===== config.mk =====
export PLATFORM = sky130hd
export DESIGN_NAME = mem_burst_writer_flat
export DESIGN_NICKNAME = d
export VERILOG_FILES = /design/src/rtl/mem_burst_writer_if.sv /design/src/rtl/mem_burst_writer.sv /design/src/flat_wrapper.sv
export SDC_FILE = /design/constraint.sdc
export NUM_CORES = 1
export LEC_CHECK = 0
export ABC_AREA = 1
export BUFFER_PORTS_ARGS = -buffer_cell sky130_fd_sc_hd__buf_4
export CAP_MARGIN = 20
export CORE_MARGIN = 2
export CORE_UTILIZATION = 45
export CTS_CLUSTER_SIZE = 28
export DETAILED_ROUTE_END_ITERATION = 10
export PLACE_DENSITY = 0.73
export SLEW_MARGIN = 30
export SYNTH_ARGS = -nofsm -noshare
export SYNTH_HDL_FRONTEND = slang
export SYNTH_SLANG_ARGS = --single-unit

===== constraint.sdc =====
create_clock -name m00_axis_aclk -period 6 [get_ports m00_axis_aclk]
set_clock_uncertainty 0.05 [all_clocks]
set_input_delay 0.6 -clock m00_axis_aclk [delete_from_list [all_inputs] [get_ports m00_axis_aclk]]
set_output_delay 0.6 -clock m00_axis_aclk [all_outputs]
set_load 0.02 [all_outputs]

===== src/rtl/mem_burst_writer_if.sv =====
// mem_burst_writer_if
// Groups the two streaming sides of the burst writer.
//   s00_* : upstream beat stream (data, byte strobes, valid/ready)
//   m00_* : memory write port (enable, address, data, strobes,
//           valid/ready, last-beat marker)
// Modports:
//   master : the burst writer itself (drives s00_axis_tready and all m00 beat outputs)
//   slave  : the environment (upstream source and memory write port)
interface mem_burst_writer_if #(
  parameter int ADDR_WIDTH = 12,
  parameter int DATA_WIDTH = 32
);
  logic [DATA_WIDTH-1:0]   s00_axis_tdata;
  logic [DATA_WIDTH/8-1:0] s00_axis_tstrb;
  logic                    s00_axis_tvalid;
  logic                    s00_axis_tready;

  logic                    m00_axis_wr_en;
  logic [ADDR_WIDTH-1:0]   m00_axis_wr_addr;
  logic [DATA_WIDTH-1:0]   m00_axis_wr_tdata;
  logic [DATA_WIDTH/8-1:0] m00_axis_tstrb;
  logic                    m00_axis_tvalid;
  logic                    m00_axis_tlast;
  logic                    m00_axis_tready;

  modport master (
    input  s00_axis_tdata, s00_axis_tstrb, s00_axis_tvalid, m00_axis_tready,
    output s00_axis_tready, m00_axis_wr_en, m00_axis_wr_addr, m00_axis_wr_tdata,
           m00_axis_tstrb, m00_axis_tvalid, m00_axis_tlast
  );

  modport slave (
    output s00_axis_tdata, s00_axis_tstrb, s00_axis_tvalid, m00_axis_tready,
    input  s00_axis_tready, m00_axis_wr_en, m00_axis_wr_addr, m00_axis_wr_tdata,
           m00_axis_tstrb, m00_axis_tvalid, m00_axis_tlast
  );
endinterface


===== src/rtl/mem_burst_writer.sv =====
// mem_burst_writer
// Takes a burst request (base address + beat count), pulls exactly that
// many beats from the upstream stream and writes them to consecutive
// memory addresses through a single registered output slot.
// Ports:
//   m00_axis_aclk     : clock, rising edge
//   m00_axis_aresetn  : asynchronous active-low reset
//   start             : one-cycle burst request, honoured only when idle
//   base_addr         : first write address, captured with start
//   burst_len         : number of beats, captured with start (0 is rejected)
//   busy              : burst in progress (RUN or DONE)
//   done              : one-cycle pulse after the final beat is written
//   err               : one-cycle pulse when a start request is rejected
//   bus               : upstream stream and memory write port (master side)
// Configuration:
//   MEM_BURST_WRITER_ADDR_WRAP_EN defined   -> addresses wrap modulo 2^ADDR_WIDTH,
//                                              every nonzero burst_len is accepted
//   MEM_BURST_WRITER_ADDR_WRAP_EN undefined -> bursts running past the top of
//                                              the address space are rejected
module mem_burst_writer #(
  parameter int ADDR_WIDTH = 12,
  parameter int DATA_WIDTH = 32
) (
  input  logic                  m00_axis_aclk,
  input  logic                  m00_axis_aresetn,
  input  logic                  start,
  input  logic [ADDR_WIDTH-1:0] base_addr,
  input  logic [ADDR_WIDTH-1:0] burst_len,
  output logic                  busy,
  output logic                  done,
  output logic                  err,
  mem_burst_writer_if.master    bus
);

  localparam logic [ADDR_WIDTH-1:0] ONE = ADDR_WIDTH'(1);

  typedef enum logic [1:0] {IDLE, RUN, DONE} state_t;

  state_t state, state_next;

  logic [ADDR_WIDTH-1:0]   base_q;
  logic [ADDR_WIDTH-1:0]   len_q;
  logic [ADDR_WIDTH-1:0]   acc_cnt;
  logic                    slot_valid;
  logic                    slot_last;
  logic [ADDR_WIDTH-1:0]   slot_addr;
  logic [DATA_WIDTH-1:0]   slot_data;
  logic [DATA_WIDTH/8-1:0] slot_strb;

  logic len_ok, range_ok, start_ok, start_bad;
  logic up_ready, up_hs, dn_hs, beat_is_last;

  assign len_ok = (burst_len != '0);

`ifdef MEM_BURST_WRITER_ADDR_WRAP_EN
  assign range_ok = 1'b1;
`else
  // One extra bit so base+len can express exactly 2^ADDR_WIDTH, which is
  // still legal (the last beat lands on the top address).
  localparam logic [ADDR_WIDTH:0] ADDR_SPAN = {1'b1, {ADDR_WIDTH{1'b0}}};
  logic [ADDR_WIDTH:0] end_addr;
  assign end_addr = {1'b0, base_addr} + {1'b0, burst_len};
  assign range_ok = (end_addr <= ADDR_SPAN);
`endif

  assign start_ok  = (state == IDLE) && start && len_ok && range_ok;
  assign start_bad = (state == IDLE) && start && !(len_ok && range_ok);

  // Upstream is accepted only while beats remain and the slot is free or
  // emptying this cycle; this also holds off any surplus upstream beats.
  assign up_ready     = (state == RUN) && (acc_cnt < len_q) &&
                        (!slot_valid || bus.m00_axis_tready);
  assign up_hs        = bus.s00_axis_tvalid && up_ready;
  assign dn_hs        = slot_valid && bus.m00_axis_tready;
  assign beat_is_last = (acc_cnt == len_q - ONE);

  // State register.
  always_ff @(posedge m00_axis_aclk or negedge m00_axis_aresetn) begin
    if (!m00_axis_aresetn) begin
      state <= IDLE;
    end else begin
      state <= state_next;
    end
  end

  // Next-state: the burst ends when the slot holding the last beat drains,
  // then DONE lasts exactly one cycle.
  always_comb begin
    state_next = state;
    unique case (state)
      IDLE:    if (start_ok) state_next = RUN;
      RUN:     if (dn_hs && slot_last) state_next = DONE;
      DONE:    state_next = IDLE;
      default: state_next = IDLE;
    endcase
  end

  // Burst bookkeeping and the output slot. The write address is formed
  // when a beat enters the slot so the output is purely registered.
  always_ff @(posedge m00_axis_aclk or negedge m00_axis_aresetn) begin
    if (!m00_axis_aresetn) begin
      err        <= 1'b0;
      base_q     <= '0;
      len_q      <= '0;
      acc_cnt    <= '0;
      slot_valid <= 1'b0;
      slot_last  <= 1'b0;
      slot_addr  <= '0;
      slot_data  <= '0;
      slot_strb  <= '0;
    end else begin
      err <= start_bad;
      if (start_ok) begin
        base_q  <= base_addr;
        len_q   <= burst_len;
        acc_cnt <= '0;
      end else if (up_hs) begin
        acc_cnt <= acc_cnt + ONE;
      end
      if (up_hs) begin
        slot_valid <= 1'b1;
        slot_last  <= beat_is_last;
        slot_addr  <= base_q + acc_cnt;
        slot_data  <= bus.s00_axis_tdata;
        slot_strb  <= bus.s00_axis_tstrb;
      end else if (dn_hs) begin
        slot_valid <= 1'b0;
      end
    end
  end

  assign busy = (state != IDLE);
  assign done = (state == DONE);

  assign bus.s00_axis_tready   = up_ready;
  assign bus.m00_axis_tvalid   = slot_valid;
  assign bus.m00_axis_wr_en    = slot_valid;
  assign bus.m00_axis_tlast    = slot_valid && slot_last;
  assign bus.m00_axis_wr_addr  = slot_addr;
  assign bus.m00_axis_wr_tdata = slot_data;
  assign bus.m00_axis_tstrb    = slot_strb;

endmodule


===== src/flat_wrapper.sv =====
// flat-port wrapper written by rule: the top's interface ports become plain ports
module mem_burst_writer_flat 
#(
  parameter int ADDR_WIDTH = 12,
  parameter int DATA_WIDTH = 32
)
  (m00_axis_aclk, m00_axis_aresetn, start, base_addr, burst_len, busy, done, err, bus_s00_axis_tdata, bus_s00_axis_tstrb, bus_s00_axis_tvalid, bus_m00_axis_tready, bus_s00_axis_tready, bus_m00_axis_wr_en, bus_m00_axis_wr_addr, bus_m00_axis_wr_tdata, bus_m00_axis_tstrb, bus_m00_axis_tvalid, bus_m00_axis_tlast);
  mem_burst_writer_if #(.ADDR_WIDTH(ADDR_WIDTH), .DATA_WIDTH(DATA_WIDTH)) bus_i ();
  input  logic m00_axis_aclk;
  input  logic m00_axis_aresetn;
  input  logic start;
  input  logic [ADDR_WIDTH-1:0] base_addr;
  input  logic [ADDR_WIDTH-1:0] burst_len;
  output logic busy;
  output logic done;
  output logic err;
  input wire logic [$bits(bus_i.s00_axis_tdata)-1:0] bus_s00_axis_tdata;
  input wire logic [$bits(bus_i.s00_axis_tstrb)-1:0] bus_s00_axis_tstrb;
  input wire logic [$bits(bus_i.s00_axis_tvalid)-1:0] bus_s00_axis_tvalid;
  input wire logic [$bits(bus_i.m00_axis_tready)-1:0] bus_m00_axis_tready;
  output wire logic [$bits(bus_i.s00_axis_tready)-1:0] bus_s00_axis_tready;
  output wire logic [$bits(bus_i.m00_axis_wr_en)-1:0] bus_m00_axis_wr_en;
  output wire logic [$bits(bus_i.m00_axis_wr_addr)-1:0] bus_m00_axis_wr_addr;
  output wire logic [$bits(bus_i.m00_axis_wr_tdata)-1:0] bus_m00_axis_wr_tdata;
  output wire logic [$bits(bus_i.m00_axis_tstrb)-1:0] bus_m00_axis_tstrb;
  output wire logic [$bits(bus_i.m00_axis_tvalid)-1:0] bus_m00_axis_tvalid;
  output wire logic [$bits(bus_i.m00_axis_tlast)-1:0] bus_m00_axis_tlast;
  assign bus_i.s00_axis_tdata = bus_s00_axis_tdata;
  assign bus_i.s00_axis_tstrb = bus_s00_axis_tstrb;
  assign bus_i.s00_axis_tvalid = bus_s00_axis_tvalid;
  assign bus_i.m00_axis_tready = bus_m00_axis_tready;
  assign bus_s00_axis_tready = bus_i.s00_axis_tready;
  assign bus_m00_axis_wr_en = bus_i.m00_axis_wr_en;
  assign bus_m00_axis_wr_addr = bus_i.m00_axis_wr_addr;
  assign bus_m00_axis_wr_tdata = bus_i.m00_axis_wr_tdata;
  assign bus_m00_axis_tstrb = bus_i.m00_axis_tstrb;
  assign bus_m00_axis_tvalid = bus_i.m00_axis_tvalid;
  assign bus_m00_axis_tlast = bus_i.m00_axis_tlast;
  mem_burst_writer #(.ADDR_WIDTH(ADDR_WIDTH), .DATA_WIDTH(DATA_WIDTH)) u_core (.m00_axis_aclk(m00_axis_aclk), .m00_axis_aresetn(m00_axis_aresetn), .start(start), .base_addr(base_addr), .burst_len(burst_len), .busy(busy), .done(done), .err(err), .bus(bus_i));
endmodule

==> impl_results.html, run 1 <==
<table>
<tr><th>Metric</th><th>Value</th></tr>
<tr><th colspan="2">Run status</th></tr>
<tr><td>Status</td><td>finished, final reports clean</td></tr>
<tr><th colspan="2">Floorplanning</th></tr>
<tr><td>Core region area</td><td>12000 sq um</td></tr>
<tr><td>Placement Rows</td><td>40</td></tr>
<tr><td>Die extent in x</td><td>115 um</td></tr>
<tr><td>IO Count</td><td>120</td></tr>
<tr><td>Starting Density</td><td>46.1%</td></tr>
<tr><td>Height of the die</td><td>115 um</td></tr>
<tr><td>Area of the die</td><td>13200 sq um</td></tr>
<tr><th colspan="2">Pwr</th></tr>
<tr><td>IR drop worst, VDD</td><td>0.192 mV</td></tr>
<tr><td>LEAKAGE</td><td>3.79 nW</td></tr>
<tr><td>PD cells</td><td>455 nW/um^2</td></tr>
<tr><td>Power, Total</td><td>3.11 mW</td></tr>
<tr><th colspan="2">Drt</th></tr>
<tr><td>First drt pass iteration count</td><td>5</td></tr>
<tr><td>Number of nets still failing antenna checks after routing</td><td>0</td></tr>
<tr><td>Routed len/inst</td><td>12.7 um</td></tr>
<tr><td>Remaining routing DRC violations</td><td>0</td></tr>
<tr><td>Count of vias placed by the detailed router</td><td>4948</td></tr>
<tr><td>Via count normalized by instance count</td><td>4.85</td></tr>
<tr><td>Detailed Route WL</td><td>12900 um</td></tr>
<tr><td>Initial detailed-routing violation count</td><td>271</td></tr>
<tr><th colspan="2">Placed design</th></tr>
<tr><td>Hpwl dp</td><td>9750 um</td></tr>
<tr><td>Placed Instances</td><td>1005</td></tr>
<tr><td>Number of port buffers</td><td>119</td></tr>
<tr><td>Total placed instance area</td><td>6540 sq um</td></tr>
<tr><td>Final weighted congestion in routability-driven placement</td><td>0.892</td></tr>
<tr><td>Worst setup slack after placement</td><td>2830 ps</td></tr>
<tr><th colspan="2">Cells and area</th></tr>
<tr><td>Antenna diode instance count</td><td>0</td></tr>
<tr><td>Synthesis-to-layout area growth</td><td>23.2%</td></tr>
<tr><td>Final non-filler cell area</td><td>6820 sq um</td></tr>
<tr><td>Share of post-route cells with drive strength above 1</td><td>17.6%</td></tr>
<tr><td>Number of nets in the finished design</td><td>973</td></tr>
<tr><td>Layout Cells excl Fill</td><td>1021</td></tr>
<tr><th colspan="2">Clock network</th></tr>
<tr><td>Clock network latency to the later pin of the worst-skew pair</td><td>350 ps</td></tr>
<tr><td>Number of clock buffers inserted by TritonCTS</td><td>9</td></tr>
<tr><td>CTS H-tree depth</td><td>3</td></tr>
<tr><td>CTS Hold Buffers Added</td><td>0</td></tr>
<tr><td># clock sinks</td><td>89</td></tr>
<tr><td>Clock-pin slew on the worst setup and hold paths</td><td>70 ps</td></tr>
<tr><td>Post-CTS Resized</td><td>0</td></tr>
<tr><td>TritonCTS clock tree</td><td>built</td></tr>
<tr><td>Maximum buffer depth of the clock tree</td><td>2</td></tr>
<tr><td>Clock root buffer</td><td>sky130_fd_sc_hd__clkbuf_16</td></tr>
<tr><td>Number of setup buffers added after CTS</td><td>0</td></tr>
<tr><th colspan="2">Worst hold path</th></tr>
<tr><td>Class of the tightest hold or removal check</td><td>in -&gt; async</td></tr>
<tr><th colspan="2">Yosys</th></tr>
<tr><td>Post-synthesis instance area</td><td>5540 sq um</td></tr>
<tr><td>Share of flip-flops with an asynchronous set or reset</td><td>100%</td></tr>
<tr><td>Area share of the leading cell type in the synthesized netlist</td><td>40.2%</td></tr>
<tr><td>Post-synth net total</td><td>858</td></tr>
<tr><td>Post-synth EDFFs</td><td>0</td></tr>
<tr><td>Mean cell area of the mapped netlist</td><td>7.34 sq um</td></tr>
<tr><td>Primary flip-flop cell chosen by synthesis mapping</td><td>sky130_fd_sc_hd__dfrtp_1</td></tr>
<tr><td>Top area cells in the synthesized netlist</td><td>sky130_fd_sc_hd__dfrtp_1, sky130_fd_sc_hd__nand2_1, sky130_fd_sc_hd__ha_1, sky130_fd_sc_hd__inv_1, sky130_fd_sc_hd__nand3_1</td></tr>
<tr><td>Synth Warn #</td><td>0</td></tr>
<tr><td>Post-synthesis sequential area ratio</td><td>40.2%</td></tr>
<tr><td>Number of different library cells in the post-synthesis netlist</td><td>36</td></tr>
<tr><td>Post-synthesis sequential element count</td><td>89</td></tr>
<tr><td>Library cell with the largest summed area after synthesis</td><td>sky130_fd_sc_hd__dfrtp_1</td></tr>
<tr><td>Syn Inst Count</td><td>754</td></tr>
<tr><th colspan="2">GRT</th></tr>
<tr><td>All-layer global routing usage</td><td>19.9%</td></tr>
<tr><td>Total grt overflow</td><td>0</td></tr>
<tr><td>Maximum number of pins on one net before global-route repair</td><td>90</td></tr>
<tr><td>Initial antenna violation count</td><td>0</td></tr>
<tr><td>Wire length of the first global-routing pass</td><td>21100 um</td></tr>
<tr><td>Via count of the first global-routing pass</td><td>4481</td></tr>
<tr><th colspan="2">Run</th></tr>
<tr><td>Number of maximum-capacitance violations</td><td>0</td></tr>
<tr><th colspan="2">Critical path</th></tr>
<tr><td>Critical Path Fanout Max</td><td>31</td></tr>
<tr><td>Kind of start point of the critical path</td><td>input pin</td></tr>
<tr><td>Critical path capture point type</td><td>flop</td></tr>
<tr><td>Critical path class</td><td>in -&gt; reg</td></tr>
<tr><td>Critical path data required time</td><td>6180 ps</td></tr>
<tr><td>Arrival @ worst endpoint</td><td>2990 ps</td></tr>
<tr><th colspan="2">STA</th></tr>
<tr><td>Unrepaired setup endpoints after global routing</td><td>no</td></tr>
<tr><td>Fin crit period</td><td>2810 ps</td></tr>
<tr><td>Total negative slack</td><td>0 ps</td></tr>
<tr><td>Slew @ Worst Pin</td><td>794 ps</td></tr>
<tr><td>Final count of hold timing violations</td><td>0</td></tr>
<tr><td>Number of failing setup endpoints in the final timing report</td><td>0</td></tr>
<tr><td>Max Clock Freq</td><td>0.356 GHz</td></tr>
<tr><td>Rel. slew slack</td><td>47.1%</td></tr>
<tr><td>Worst-case setup margin in the final layout</td><td>3190 ps</td></tr>
<tr><td>Max-slew violation count</td><td>0</td></tr>
<tr><td>Tcrit/Tclk final</td><td>46.8%</td></tr>
</table>
## metal layers
layer	global-route usage, %	up-vias	wire length, um
met2	32.9	97	5970
met5	0	-	0
met3	3.48	13	564
met1	27.3	2233	6250
li1	-	2605	-
met4	4.82	0	151
## synthesized netlist by cell type, types with 2 or more instances
| cell | number |
|---|---|
| sky130_fd_sc_hd__a21oi_1 | 17 |
| sky130_fd_sc_hd__buf_2 | 2 |
| sky130_fd_sc_hd__buf_4 | 3 |
| sky130_fd_sc_hd__buf_6 | 3 |
| sky130_fd_sc_hd__clkbuf_1 | 10 |
| sky130_fd_sc_hd__dfrtp_1 | 89 |
| sky130_fd_sc_hd__fa_1 | 2 |
| sky130_fd_sc_hd__ha_1 | 37 |
| sky130_fd_sc_hd__inv_1 | 77 |
| sky130_fd_sc_hd__nand2_1 | 307 |
| sky130_fd_sc_hd__nand2_4 | 2 |
| sky130_fd_sc_hd__nand3_1 | 56 |
| sky130_fd_sc_hd__nand3_2 | 2 |
| sky130_fd_sc_hd__nand3b_1 | 4 |
| sky130_fd_sc_hd__nand4_1 | 9 |
| sky130_fd_sc_hd__nor2_1 | 58 |
| sky130_fd_sc_hd__nor2_2 | 4 |
| sky130_fd_sc_hd__nor3_1 | 5 |
| sky130_fd_sc_hd__nor4_1 | 3 |
| sky130_fd_sc_hd__o21ai_0 | 17 |
| sky130_fd_sc_hd__o21bai_1 | 3 |
| sky130_fd_sc_hd__or2_2 | 2 |
| sky130_fd_sc_hd__xnor2_1 | 9 |
| sky130_fd_sc_hd__xor2_1 | 21 |
## placed cells by master, fill, tap and decap left out, types with 2 or more instances in the layout
master,n
sky130_fd_sc_hd__nand3_2,2
sky130_fd_sc_hd__dfrtp_1,89
sky130_fd_sc_hd__clkbuf_16,9
sky130_fd_sc_hd__inv_8,2
sky130_fd_sc_hd__o21ai_0,17
sky130_fd_sc_hd__inv_6,2
sky130_fd_sc_hd__nand2_1,307
sky130_fd_sc_hd__xor2_1,21
sky130_fd_sc_hd__nand3_1,56
sky130_fd_sc_hd__nor4_1,3
sky130_fd_sc_hd__inv_1,77
sky130_fd_sc_hd__nor2_2,4
sky130_fd_sc_hd__fa_1,2
sky130_fd_sc_hd__nand4_1,9
sky130_fd_sc_hd__xnor2_1,9
sky130_fd_sc_hd__buf_4,121
sky130_fd_sc_hd__ha_1,37
sky130_fd_sc_hd__or2_2,2
sky130_fd_sc_hd__o21bai_1,3
sky130_fd_sc_hd__nand2_4,2
sky130_fd_sc_hd__nand3b_1,4
sky130_fd_sc_hd__a21oi_1,17
sky130_fd_sc_hd__nor3_1,5
sky130_fd_sc_hd__nor2_1,58
## path summary, 6_finish.rpt
path	from	slack, ps	depth (start not counted)	end
max	base_addr[0]	3190	14	u_core.acc_cnt[6]$_DFFE_PN0P_
min in group m00_axis_aclk	bus_s00_axis_tdata[29]	390	3	u_core.bus.m00_axis_wr_tdata[29]$_DFFE_PN0P_
max in group asynchronous	m00_axis_aresetn	5100	1	u_core.len_q[10]$_DFFE_PN0N_
min	m00_axis_aresetn	260	1	u_core.bus.m00_axis_wr_tdata[24]$_DFFE_PN0P_
min reg2reg	u_core.state[1]$_DFFE_PN0P_	410	1	u_core.state[1]$_DFFE_PN0P_
max reg2reg	u_core.acc_cnt[11]$_DFFE_PN0P_	3440	14	u_core.acc_cnt[11]$_DFFE_PN0P_
## logic make-up after synthesis
family                     after synthesis  share of synthesized area [%]
DFF                                     89                           40.2
and+or+nand+nor                        455                           34.0
adders and majority gates               39                           9.08
AOI/OAI and AO/OA                       45                           4.74
xor gates and xnor gates                30                           4.74
buffers and inverters                   96                           7.16
## layout make-up
class	count	area, sq um
Multi-Input combinational cell	569	2910
Sequential cell	89	2230
Inverter	78	293
Timing Repair Buffer	122	920
Clock buffer	9	225
Clock inverter	7	61.3
Tap cell	147	184
Fill cell	1144	5190
## sequential cells by signal, indices dropped and copies added, names as in the netlist, 2 cells and up
name / cells
u_core.bus.m00_axis_tstrb: 4
u_core.state: 2
u_core.len_q: 12
u_core.bus.m00_axis_wr_addr: 12
u_core.bus.m00_axis_wr_tdata: 32
u_core.acc_cnt: 12
u_core.base_q: 12
## per-stage QoR
| step | hold slack (ps) | util (%) |
|---|---|---|
| global placement | 397 | 54.4 |
| finish | 262 | 56.8 |
| floorplan | 254 | - |
| detailed placement | 399 | 54.4 |
| CTS | 300 | 56.8 |
| global route | 333 | 56.8 |
## where the power goes
| part | switching [mW] | leakage, nW | internal, mW | total, mW |
|---|---|---|---|---|
| sequential | 0.195 | 1.12 | 0.861 | 1.06 |
| combinational | 0.891 | 2.53 | 0.609 | 1.50 |
| clock | 0.262 | 0.140 | 0.290 | 0.551 |
| total | 1.35 | 3.79 | 1.76 | 3.11 |
## critical path: stages
cell and delay [ps]:
sky130_fd_sc_hd__buf_4 120, sky130_fd_sc_hd__ha_1 240, sky130_fd_sc_hd__fa_1 420, sky130_fd_sc_hd__or2_2 280, sky130_fd_sc_hd__a21oi_1 120, sky130_fd_sc_hd__nand3_1 90
sky130_fd_sc_hd__nor2_1 80, sky130_fd_sc_hd__nand2_1 70, sky130_fd_sc_hd__nor2_2 80, sky130_fd_sc_hd__nand3_2 90, sky130_fd_sc_hd__nand2_4 230, sky130_fd_sc_hd__nand2_4 260
sky130_fd_sc_hd__inv_1 220, sky130_fd_sc_hd__nor2_1 60
No activity file was read; power rests on OpenSTA's default activity.
==> run 2, diff against run 1 <==
--- a/config.mk
+++ b/config.mk
@@ -12,7 +12,7 @@
 export CORE_UTILIZATION = 45
 export CTS_CLUSTER_SIZE = 28
 export DETAILED_ROUTE_END_ITERATION = 10
-export PLACE_DENSITY = 0.73
+export PLACE_DENSITY = 0.76
 export SLEW_MARGIN = 30
 export SYNTH_ARGS = -nofsm -noshare
 export SYNTH_HDL_FRONTEND = slang
==> constraint.sdc (replaced) <==
create_clock -name m00_axis_aclk -period 2.3 [get_ports m00_axis_aclk]
set_clock_uncertainty 0.05 [all_clocks]
set_input_delay 0.23 -clock m00_axis_aclk [delete_from_list [all_inputs] [get_ports m00_axis_aclk]]
set_output_delay 0.23 -clock m00_axis_aclk [all_outputs]
set_load 0.02 [all_outputs]
==> run 2 against run 1 <==
  * Worst hold slack worse by 240 ps
  * Critical path depth is 1 lower
  * Sequential cell count is the same
  * Clock power grew to 2.7 times the previous value
  * Register-to-register slack worse by 3300 ps
  * Routed wire length is 5.9% higher
  * Combinational power increased to 2.9 times the previous value
  * Cell count is 3.1% higher
  * Sequential share of layout area down 1.6 points
  * First-iteration DRC count down 5.9%
  * Worst setup slack got worse by 3100 ps
  * Power grew to 2.7 times the previous value
==> impl_results.html, run 2 (synthesis results as in run 1) <==
<table>
<tr><th>Metric</th><th>Value</th></tr>
<tr><th colspan="2">Clock network</th></tr>
<tr><td>Clock network latency to the later pin of the worst-skew pair</td><td>340 ps</td></tr>
<tr><td>Number of clock buffers inserted by TritonCTS</td><td>9</td></tr>
<tr><td># clock sinks</td><td>89</td></tr>
<tr><td>CTS H-tree depth</td><td>3</td></tr>
<tr><td>Clock-pin slew on the worst setup and hold paths</td><td>70 ps</td></tr>
<tr><td>TritonCTS clock tree</td><td>built</td></tr>
<tr><td>Clock root buffer</td><td>sky130_fd_sc_hd__clkbuf_16</td></tr>
<tr><td>Maximum buffer depth of the clock tree</td><td>2</td></tr>
<tr><th colspan="2">Floorplanning</th></tr>
<tr><td>Height of the die</td><td>115 um</td></tr>
<tr><td>Area of the die</td><td>13200 sq um</td></tr>
<tr><td>Placement Rows</td><td>40</td></tr>
<tr><td>Starting Density</td><td>46.1%</td></tr>
<tr><td>Die extent in x</td><td>115 um</td></tr>
<tr><td>Core region area</td><td>12000 sq um</td></tr>
<tr><td>IO Count</td><td>120</td></tr>
<tr><th colspan="2">Drt</th></tr>
<tr><td>First drt pass iteration count</td><td>4</td></tr>
<tr><td>Routed len/inst</td><td>13.0 um</td></tr>
<tr><td>Count of vias placed by the detailed router</td><td>5142</td></tr>
<tr><td>Remaining routing DRC violations</td><td>0</td></tr>
<tr><td>Number of nets still failing antenna checks after routing</td><td>0</td></tr>
<tr><td>Detailed Route WL</td><td>13700 um</td></tr>
<tr><td>Initial detailed-routing violation count</td><td>255</td></tr>
<tr><td>Via count normalized by instance count</td><td>4.88</td></tr>
<tr><th colspan="2">Cells and area</th></tr>
<tr><td>Most frequent cells in the layout</td><td>sky130_fd_sc_hd__nand2_1, sky130_fd_sc_hd__buf_4, sky130_fd_sc_hd__dfrtp_1</td></tr>
<tr><td>Register Area</td><td>2230 sq um</td></tr>
<tr><td>Final non-filler cell area</td><td>7180 sq um</td></tr>
<tr><td>Antenna diode instance count</td><td>0</td></tr>
<tr><td>Total area of multi-input combinational cells</td><td>2960 sq um</td></tr>
<tr><td>Largest register FFs</td><td>32</td></tr>
<tr><td>Filler cell count</td><td>1115</td></tr>
<tr><td>Synthesis-to-layout area growth</td><td>29.6%</td></tr>
<tr><td>Most common cell after layout, fill and taps aside</td><td>sky130_fd_sc_hd__nand2_1</td></tr>
<tr><td>Number of nets in the finished design</td><td>1005</td></tr>
<tr><td>Layout Cells excl Fill</td><td>1053</td></tr>
<tr><td>Share of post-route cells with drive strength above 1</td><td>21.2%</td></tr>
<tr><th colspan="2">Placed design</th></tr>
<tr><td>Placed Instances</td><td>1034</td></tr>
<tr><td>Hpwl dp</td><td>10700 um</td></tr>
<tr><td>Total placed instance area</td><td>6800 sq um</td></tr>
<tr><td>Number of port buffers</td><td>119</td></tr>
<tr><td>Final weighted congestion in routability-driven placement</td><td>0.913</td></tr>
<tr><th colspan="2">GRT</th></tr>
<tr><td>Wire length of the first global-routing pass</td><td>22300 um</td></tr>
<tr><td>All-layer global routing usage</td><td>21.0%</td></tr>
<tr><td>Initial antenna violation count</td><td>0</td></tr>
<tr><td>Total grt overflow</td><td>0</td></tr>
<tr><td>Maximum number of pins on one net before global-route repair</td><td>46</td></tr>
<tr><td>Via count of the first global-routing pass</td><td>4764</td></tr>
<tr><th colspan="2">Critical path</th></tr>
<tr><td>Kind of start point of the critical path</td><td>flop</td></tr>
<tr><td>Critical path class</td><td>reg -&gt; reg</td></tr>
<tr><td>Cells along the critical path</td><td>inv_2, ha_1, nand2_1, nor2_2, and2_1, nand2_1, inv_1, nor2_2, nand4_4, buf_4, buf_12, nand2_1, a22oi_1</td></tr>
<tr><td>Crit path largest cell delay</td><td>430 ps</td></tr>
<tr><td>Critical path capture point type</td><td>flop</td></tr>
<tr><td>Arrival @ worst endpoint</td><td>2340 ps</td></tr>
<tr><td>Slowest CP cell</td><td>sky130_fd_sc_hd__dfrtp_1</td></tr>
<tr><td>Critical path data required time</td><td>2470 ps</td></tr>
<tr><td>Critical Path Fanout Max</td><td>13</td></tr>
<tr><td>Most frequent cell on the critical path</td><td>sky130_fd_sc_hd__nand2_1</td></tr>
<tr><th colspan="2">Pwr</th></tr>
<tr><td>IR drop worst, VDD</td><td>0.452 mV</td></tr>
<tr><td>PD cells</td><td>1190 nW/um^2</td></tr>
<tr><td>LEAKAGE</td><td>3.97 nW</td></tr>
<tr><th colspan="2">STA</th></tr>
<tr><td>Rel. slew slack</td><td>67.1%</td></tr>
<tr><td>Final count of hold timing violations</td><td>0</td></tr>
<tr><td>Unrepaired setup endpoints after global routing</td><td>yes</td></tr>
<tr><td>Tcrit/Tclk final</td><td>94.3%</td></tr>
<tr><td>Fin crit period</td><td>2170 ps</td></tr>
<tr><td>Max Clock Freq</td><td>0.461 GHz</td></tr>
<tr><td>Number of failing setup endpoints in the final timing report</td><td>0</td></tr>
<tr><td>Slew @ Worst Pin</td><td>490 ps</td></tr>
<tr><td>Max-slew violation count</td><td>0</td></tr>
<tr><th colspan="2">Worst hold path</th></tr>
<tr><td>Class of the tightest hold or removal check</td><td>in -&gt; reg</td></tr>
<tr><th colspan="2">Run status</th></tr>
<tr><td>Status</td><td>finished, final reports clean</td></tr>
<tr><th colspan="2">Run</th></tr>
<tr><td>Number of maximum-capacitance violations</td><td>0</td></tr>
</table>
-- run 2: cell count changes in the layout (fill, tap and decap cells not counted), sizes merged --
cell,previous run,this run
clkbuf,9,11
clkinvlp,1,2
buf,122,153
inv,82,80
dlygate4sd3,0,1
clkinv,2,0
bufinv,0,1
-- run 2: worst paths after layout --
check / start / to / slack [ps] / depth (start not counted)
max: u_core.len_q[8]$_DFFE_PN0N_ / u_core.acc_cnt[1]$_DFFE_PN0P_ / 130 / 13
min: bus_s00_axis_tdata[3] / u_core.bus.m00_axis_wr_tdata[3]$_DFFE_PN0P_ / 30 / 3
max reg2reg: u_core.len_q[8]$_DFFE_PN0N_ / u_core.acc_cnt[1]$_DFFE_PN0P_ / 130 / 13
min reg2reg: u_core.bus.m00_axis_wr_tdata[14]$_DFFE_PN0P_ / u_core.bus.m00_axis_wr_tdata[14]$_DFFE_PN0P_ / 430 / 2
max in group asynchronous: m00_axis_aresetn / u_core.acc_cnt[11]$_DFFE_PN0P_ / 1280 / 3
min in group asynchronous: m00_axis_aresetn / u_core.bus.m00_axis_wr_tdata[26]$_DFFE_PN0P_ / 310 / 2
-- run 2: area by class of cell --
class / count / area share (%)
clock buffer: 11 / 3.38
clock inverter: 5 / 0.871
inverter: 78 / 4.08
sequential: 89 / 31.0
tap: 147 / 2.56
multi-input combinational: 569 / 41.2
timing repair buffer: 154 / 16.9
-- run 2: layer usage --
metal / global-route usage, % / wire, um
met5: 0 / 0
met4: 7.63 / 248
met3: 2.11 / 406
met2: 35.3 / 6730
met1: 28.4 / 6320
-- run 2: power by group --
| group | leakage [nW] | total (mW) | internal [mW] | switching, mW |
|---|---|---|---|---|
| Clock | 0.143 | 1.49 | 0.879 | 0.615 |
| Sequential | 1.12 | 2.73 | 2.25 | 0.485 |
| Combinational | 2.71 | 4.28 | 1.79 | 2.50 |
-- run 2: critical path: cells and delay by family (launching register included) --
family,cells,cell delay [ps]
simple gates,7,770
buf+inv,4,460
flops,1,430
fa+ha+maj,1,260
compound gates,1,70
-- run 2: through the flow --
step / setup TNS [ps] / hold slack, ps / total power [mW] / utilization (%) / setup slack [ps]
floorplan: 0 / -116 / 5.31 / - / 89.4
global placement: -2750 / 153 / 6.83 / 56.6 / -104
detailed placement: -4960 / 152 / 6.93 / 56.6 / -176
CTS: 0 / 16.7 / 8.50 / 59.3 / 16.1
global route: -165 / 24.3 / 9.17 / 59.8 / -48.8
finish: 0 / 25.2 / 8.51 / 59.8 / 131
-- run 2: what timing repair did --
action | 4_1_cts | 5_1_grt
setup endpoints to repair | 0 | 51
endpoints found under the hold margin | 31 | 0
buffers inserted | 0 | 2
gates resized for setup | 0 | 13
hold buffers | 1 | 0
